--- src/rtl/iter_sched_fix_case2_pkg.sv ---
// Shared definitions for the fix-case2 iteration scheduler.
// Contents: the FSM state encoding, the default J/A/ITER_W constants, and a
// small helper that flags a beat whose tlast disagrees with its position.
package iter_sched_fix_case2_pkg;

    localparam int J_DEF      = 14;  // alpha_final columns per iteration
    localparam int A_DEF      = 2;   // alpha beats per load / replay
    localparam int ITER_W_DEF = 8;   // iteration counter width

    typedef enum logic [2:0] {
        ST_IDLE     = 3'd0,
        ST_LOAD_EXT = 3'd1,
        ST_RUN      = 3'd2,
        ST_CLEAR    = 3'd3,
        ST_REPLAY   = 3'd4,
        ST_DONE     = 3'd5
    } state_t;

    // A beat is malformed when tlast is not asserted exactly on the final beat.
    function automatic logic tlast_mismatch(input logic tlast, input logic is_last);
        return tlast ^ is_last;
    endfunction

endpackage

--- src/rtl/iter_sched_fix_case2.sv ---
// Iteration scheduler for the alpha/cal_core decode loop.
// A run loads A initial-alpha beats from the external stream, then repeats
// (J columns of col_done -> clear cores -> replay A feedback-alpha beats)
// until the latched iteration count is reached, and finishes with a done pulse.
// Ports:
//   clk, rst_n                           clock, async active-low reset
//   start, max_iter                      run request and iteration count (0 => 1)
//   abort                                synchronous abort of the current run
//   ext_alpha_tvalid/tlast, _tready      external initial-alpha beats
//   fb_alpha_tvalid/tlast                feedback-alpha beats
//   col_done                             one pulse per finished column
//   alpha_sel, core_clr, fb_launch       core alpha mux, core clear, replay launch
//   iter_cnt, busy, done, err            status (all registered)
module iter_sched_fix_case2
    import iter_sched_fix_case2_pkg::*;
#(
    parameter int J      = J_DEF,
    parameter int A      = A_DEF,
    parameter int ITER_W = ITER_W_DEF
) (
    input  logic              clk,
    input  logic              rst_n,
    input  logic              start,
    input  logic [ITER_W-1:0] max_iter,
    input  logic              abort,
    input  logic              ext_alpha_tvalid,
    input  logic              ext_alpha_tlast,
    output logic              ext_alpha_tready,
    input  logic              fb_alpha_tvalid,
    input  logic              fb_alpha_tlast,
    input  logic              col_done,
    output logic              alpha_sel,
    output logic              core_clr,
    output logic              fb_launch,
    output logic [ITER_W-1:0] iter_cnt,
    output logic              busy,
    output logic              done,
    output logic              err
);

    localparam int BEAT_W = (A > 1) ? $clog2(A) : 1;
    localparam int COL_W  = (J > 1) ? $clog2(J) : 1;

    state_t              state_r, state_s;
    logic [BEAT_W-1:0]   beat_cnt_r, beat_cnt_s;
    logic [COL_W-1:0]    col_cnt_r, col_cnt_s;
    logic [ITER_W-1:0]   iter_cnt_r, iter_cnt_s;
    logic [ITER_W-1:0]   max_r, max_s;
    logic                err_r, err_s, err_hold_s;
    logic                abort_hit_s;
    logic                beat_last_s;
    logic                col_last_s;
    logic [ITER_W-1:0]   iter_inc_s;
    logic                beat_err_s;
    logic                stray_err_s;

    logic                ext_tready_r;
    logic                alpha_sel_r;
    logic                core_clr_r;
    logic                fb_launch_r;
    logic                busy_r;
    logic                done_r;

    assign abort_hit_s = abort && (state_r != ST_IDLE);
    assign beat_last_s = (beat_cnt_r == BEAT_W'(A - 1));
    assign col_last_s  = (col_cnt_r == COL_W'(J - 1));
    assign iter_inc_s  = iter_cnt_r + ITER_W'(1);

    // Malformed beats are still counted; only the error flag records them.
    assign beat_err_s =
        ((state_r == ST_LOAD_EXT) && ext_alpha_tvalid && tlast_mismatch(ext_alpha_tlast, beat_last_s)) ||
        ((state_r == ST_REPLAY)   && fb_alpha_tvalid  && tlast_mismatch(fb_alpha_tlast,  beat_last_s));

    // Column or feedback activity in the wrong state is dropped but flagged.
    assign stray_err_s = (col_done && (state_r != ST_RUN)) ||
                         (fb_alpha_tvalid && (state_r != ST_REPLAY));

    // Next-state and counter update logic; abort overrides every other event.
    always_comb begin
        state_s    = state_r;
        beat_cnt_s = beat_cnt_r;
        col_cnt_s  = col_cnt_r;
        iter_cnt_s = iter_cnt_r;
        max_s      = max_r;
        err_hold_s = err_r;
        if (abort_hit_s) begin
            state_s    = ST_IDLE;
            beat_cnt_s = '0;
            col_cnt_s  = '0;
        end else begin
            case (state_r)
                ST_IDLE: begin
                    if (start) begin
                        state_s    = ST_LOAD_EXT;
                        max_s      = (max_iter == '0) ? ITER_W'(1) : max_iter;
                        iter_cnt_s = '0;
                        beat_cnt_s = '0;
                        col_cnt_s  = '0;
                        err_hold_s = 1'b0;
                    end else begin
                        state_s = ST_IDLE;
                    end
                end
                ST_LOAD_EXT: begin
                    if (ext_alpha_tvalid) begin
                        if (beat_last_s) begin
                            beat_cnt_s = '0;
                            state_s    = ST_RUN;
                        end else begin
                            beat_cnt_s = beat_cnt_r + BEAT_W'(1);
                        end
                    end else begin
                        beat_cnt_s = beat_cnt_r;
                    end
                end
                ST_RUN: begin
                    if (col_done) begin
                        if (col_last_s) begin
                            col_cnt_s  = '0;
                            iter_cnt_s = iter_inc_s;
                            state_s    = (iter_inc_s == max_r) ? ST_DONE : ST_CLEAR;
                        end else begin
                            col_cnt_s = col_cnt_r + COL_W'(1);
                        end
                    end else begin
                        col_cnt_s = col_cnt_r;
                    end
                end
                ST_CLEAR: begin
                    state_s = ST_REPLAY;
                end
                ST_REPLAY: begin
                    if (fb_alpha_tvalid) begin
                        if (beat_last_s) begin
                            beat_cnt_s = '0;
                            state_s    = ST_RUN;
                        end else begin
                            beat_cnt_s = beat_cnt_r + BEAT_W'(1);
                        end
                    end else begin
                        beat_cnt_s = beat_cnt_r;
                    end
                end
                ST_DONE: begin
                    state_s = ST_IDLE;
                end
                default: begin
                    state_s = ST_IDLE;
                end
            endcase
        end
    end

    // Error flag is sticky; an aborted cycle records nothing new.
    always_comb begin
        err_s = err_r;
        if (abort_hit_s) begin
            err_s = err_r;
        end else begin
            err_s = err_hold_s | beat_err_s | stray_err_s;
        end
    end

    // State and counter registers.
    always_ff @(posedge clk or negedge rst_n) begin
        if (!rst_n) begin
            state_r    <= ST_IDLE;
            beat_cnt_r <= '0;
            col_cnt_r  <= '0;
            iter_cnt_r <= '0;
            max_r      <= '0;
            err_r      <= 1'b0;
        end else begin
            state_r    <= state_s;
            beat_cnt_r <= beat_cnt_s;
            col_cnt_r  <= col_cnt_s;
            iter_cnt_r <= iter_cnt_s;
            max_r      <= max_s;
            err_r      <= err_s;
        end
    end

    // Outputs are registered from the next state so they line up with it.
    always_ff @(posedge clk or negedge rst_n) begin
        if (!rst_n) begin
            ext_tready_r <= 1'b0;
            alpha_sel_r  <= 1'b0;
            core_clr_r   <= 1'b0;
            fb_launch_r  <= 1'b0;
            busy_r       <= 1'b0;
            done_r       <= 1'b0;
        end else begin
            ext_tready_r <= (state_s == ST_LOAD_EXT);
            alpha_sel_r  <= (state_s == ST_REPLAY);
            core_clr_r   <= (state_s == ST_CLEAR) || abort_hit_s;
            fb_launch_r  <= (state_s == ST_REPLAY) && (state_r == ST_CLEAR);
            busy_r       <= (state_s != ST_IDLE);
            done_r       <= (state_s == ST_DONE);
        end
    end

    assign ext_alpha_tready = ext_tready_r;
    assign alpha_sel        = alpha_sel_r;
    assign core_clr         = core_clr_r;
    assign fb_launch        = fb_launch_r;
    assign iter_cnt         = iter_cnt_r;
    assign busy             = busy_r;
    assign done             = done_r;
    assign err              = err_r;

endmodule

--- config.mk ---
export PLATFORM = sky130hd
export DESIGN_NAME = iter_sched_fix_case2
export DESIGN_NICKNAME = d
export VERILOG_FILES = /design/src/rtl/iter_sched_fix_case2_pkg.sv /design/src/rtl/iter_sched_fix_case2.sv
export SDC_FILE = /design/constraint.sdc
export NUM_CORES = 1
export LEC_CHECK = 0
export ABC_AREA = 0
export CORE_UTILIZATION = 35
export CTS_CLUSTER_SIZE = 16
export DETAILED_ROUTE_END_ITERATION = 10
export GPL_TIMING_DRIVEN = 0
export PLACE_DENSITY_LB_ADDON = 0.15
export RECOVER_POWER = 25
export SYNTH_ARGS = -nofsm -noshare
export SYNTH_HDL_FRONTEND = slang
export SYNTH_SLANG_ARGS = --single-unit
--- constraint.sdc ---
create_clock -name clk -period 2.3 [get_ports clk]
set_input_delay 0.575 -clock clk [delete_from_list [all_inputs] [get_ports clk]]
set_output_delay 0.575 -clock clk [all_outputs]
set_load 0.005 [all_outputs]
==> results by group <==
Outcome
  • Status: finished with violations
  • Failing checks: capacitance limit, slew limit

Min path
  • Hold Startpoint: max_r[4]$_DFFE_PN0P_
  • Hold EP: max_r[4]$_DFFE_PN0P_
  • Hold/Removal Path Class: reg -> reg
  • Hold Path Depth: 2

Critical path
  • CP max FO: 8
  • Worst EP required: 2530 ps
  • CP Launch Type: primary input
  • Critical path arrival: 2440 ps
  • FF-to-FF End: col_cnt_r[3]$_DFFE_PN0P_
  • Reg2Reg Setup Slack: 260 ps
  • Worst r2r path cells: 6
  • Crit Reg-Reg Startpoint: state_r[1]$_DFF_PN0_
  • Max stage delay on crit path: 540 ps
  • CP max stage cell: clkdlybuf4s50_1
  • Critical Path Most Common Cell: nor2_2
  • WS Path Type: in -> reg
  • Critical path origin: col_done
  • Cell chain of the critical path: clkdlybuf4s50_1 -> nand4_1 -> nor2_2 -> nor4b_4 -> nor2_2 -> or4_1 -> nand2_1
  • CP Capture Type: flip-flop

Global routing
  • GRT overflow: 0
  • Largest net degree at the start of global routing: 32
  • Initial antenna violation count: 0
  • All-Layer GR Usage: 16.64%
  • First-pass GRT wire length: 6727 µm
  • Vias in the first global route: 1,354

Final layout
  • Syn-to-layout area delta: 27.05%
  • Share of post-route cells with drive strength above 1: 9.746%
  • Final cell count without fillers: 303
  • Net count reported at finish: 255
  • Ant diodes: 0

CTS
  • Clock sink count: 31
  • Clock transition at the registers of the reported paths: 70 ps
  • CTS buffer count: 5
  • Worst-Skew Late Latency: 290 ps
  • Htree depth: 2
  • Hold-fix buffers, CTS: 0
  • CTS root buf: clkbuf_8
  • CTS tree: done
  • CTS max path bufs: 2

Power
  • Sw Ratio: 36.08%
  • Combinational Power Share: 38.7%
  • Switch Pwr: 0.0006942 W
  • Power share of the sequential group: 40.0%
  • Tot Pwr: 0.001924 W
  • Peak supply drop: 0.3392 mV
  • Internal cell power: 0.001230 W
  • Leak: 0.9405 nW
  • Cell Pwr Density: 848.2 nW/µm²
  • Clock network power share: 21.3%

Logic synthesis
  • EDFF count, synth: 0
  • Synth warnings: 0
  • Synth top area share: 43.45%
  • Post-synthesis sequential area ratio: 43.45%
  • Synth cell count leaders: nand2_1, dfrtp_1, nor2_1
  • Syn_nets: 218
  • Synth area leader: dfrtp_1
  • Synthesized area: 1785 µm²
  • Fraction of registers with async set/reset: 100.0%
  • Count leader, synth: nand2_1
  • Top post-synthesis cells by area: dfrtp_1, nand2_1, o21ai_0
  • Synth Instances: 198
  • Synth unique cells: 49
  • Synth Register Bits: 31
  • Ys flop type: dfrtp_1
  • Synth Area per Inst: 9.017 µm²

Detailed routing
  • Iteration-0 DRC count of the detailed router: 88
  • ANT nets after route: 0
  • TritonRoute pass-1 iters: 4
  • Routed WL: 3965 µm
  • Vias per inst: 5.023
  • Wirelength per Cell: 13.09 µm
  • DRC errors left: 0
  • Overall via count from detail_route: 1,522

Timing
  • Setup TNS: 0 ps
  • Final Skew: 11.22 ps
  • Fmax: 451.6 MHz
  • Final min period: 2214 ps
  • Tcrit/Tclk final: 96.28%
  • Setup Viol. Count Final: 0
  • Final hold violation count: 0
  • RSZ-0062 raised after global routing: yes
  • Max_slew headroom: -11.23%
  • Final slew viol count: 32
  • Slew @ Worst Pin: 1668 ps
  • Final setup margin: 85.61 ps

Floorplanning
  • Die ar.: 5391 µm²
  • Die Y: 73.43 µm
  • Starting Density: 37.06%
  • Num rows: 25
  • Die W: 73.43 µm
  • Total core area: 4817 µm²
  • I/O pin cnt: 32

Placed design
  • HPWL after detailed placement: 2831 µm
  • Dpl cells: 295
  • Place WS: -382.9 ps
  • GP Congestion: 0.8918
  • Input/output buffers: 30

Job
  • Max-capacitance violation count: 1
## flip-flops by register name, summed over array words and instances (netlist names)
register          cells
iter_cnt              8
max_r                 8
col_cnt_r             4
state_r               3
alpha_sel             1
beat_cnt_r            1
busy                  1
core_clr              1
done                  1
err                   1
ext_alpha_tready      1
fb_launch             1
## stage by stage
step / instance area, µm² / hold slack [ps] / utilization (%)
after floorplan: 1785 / 279.4 / -
after global placement: 2170 / 486.1 / 45.04
after detailed placement: 2165 / 484.7 / 44.94
after CTS: 2251 / 362.0 / 46.73
after global routing: 2268 / 522.6 / 47.09
final: 2268 / 495.7 / 47.09
## cell type report
class,instances,area (µm²)
clock inverter,1,5.005
inverter,4,15.01
buffer,10,52.55
clock buffer,7,76.32
fill,483,2549
timing repair buffer,31,301.5
tap,67,83.83
sequential,31,775.7
multi-input combinational,152,958.4
## layer usage
layer	track usage (%)	routed length, µm
met1	24.18	2014
met2	23.66	1728
met3	4.527	170
met4	5.769	52
met5	0	0
## power by group through the flow
stage / registers (W) / logic (W) / clock network, W
4_1_cts: 0.000766 / 0.000742 / 0.000427
5_1_grt: 0.000782 / 0.000848 / 0.000449
6_report: 0.000769 / 0.000745 / 0.000410
3_3_place_gp: 0.000773 / 0.000738 / 0
2_1_floorplan: 0.000761 / 0.000499 / 0
3_5_place_dp: 0.000776 / 0.000733 / 0
## critical path, delay by kind of cell
family / cells / cell delay (ps)
buffers and inverters: 1 / 540
AND/OR/NAND/NOR: 6 / 1330
## worst max path at each step
stage / end / slack (ps) / cells past startpoint
final: iter_cnt[3]$_DFFE_PN0P_ / 90 / 7
after detailed placement: iter_cnt[3]$_DFFE_PN0P_ / -380 / 7
after global routing: iter_cnt[3]$_DFFE_PN0P_ / -60 / 7
after floorplan: iter_cnt[3]$_DFFE_PN0P_ / 480 / 8
after CTS: iter_cnt[3]$_DFFE_PN0P_ / 8 / 7
after global placement: iter_cnt[3]$_DFFE_PN0P_ / -400 / 7
## cells in the final DEF (no fill, tap or decap), types with 7 or more instances in the layout
cell type        count
xnor2_1              7
xor2_1               7
o21ai_0             13
dfrtp_1             31
nor2_1              13
clkdlybuf4s50_1     29
nand2_1             36
clkbuf_1            11
nand3_1              8
## cells by family after synthesis
kind of cell	synth area share [%]
AO/OA/AOI/OAI	18.85
XOR/XNOR	6.868
adder cells (fa/ha/maj)	2.663
buffers and inverters	3.994
flip-flops	43.45
multiplexers	0.5606
AND/OR/NAND/NOR	23.62
## what timing repair did
| item | CTS | global route |
|---|---|---|
| gates cloned | 0 | 0 |
| resized for setup | 1 | 4 |
| setup endpoints to repair | 1 | 6 |
| setup buffers | 0 | 1 |
| endpoints found under the hold margin | 0 | 0 |
(Power assumes the default switching activity.)
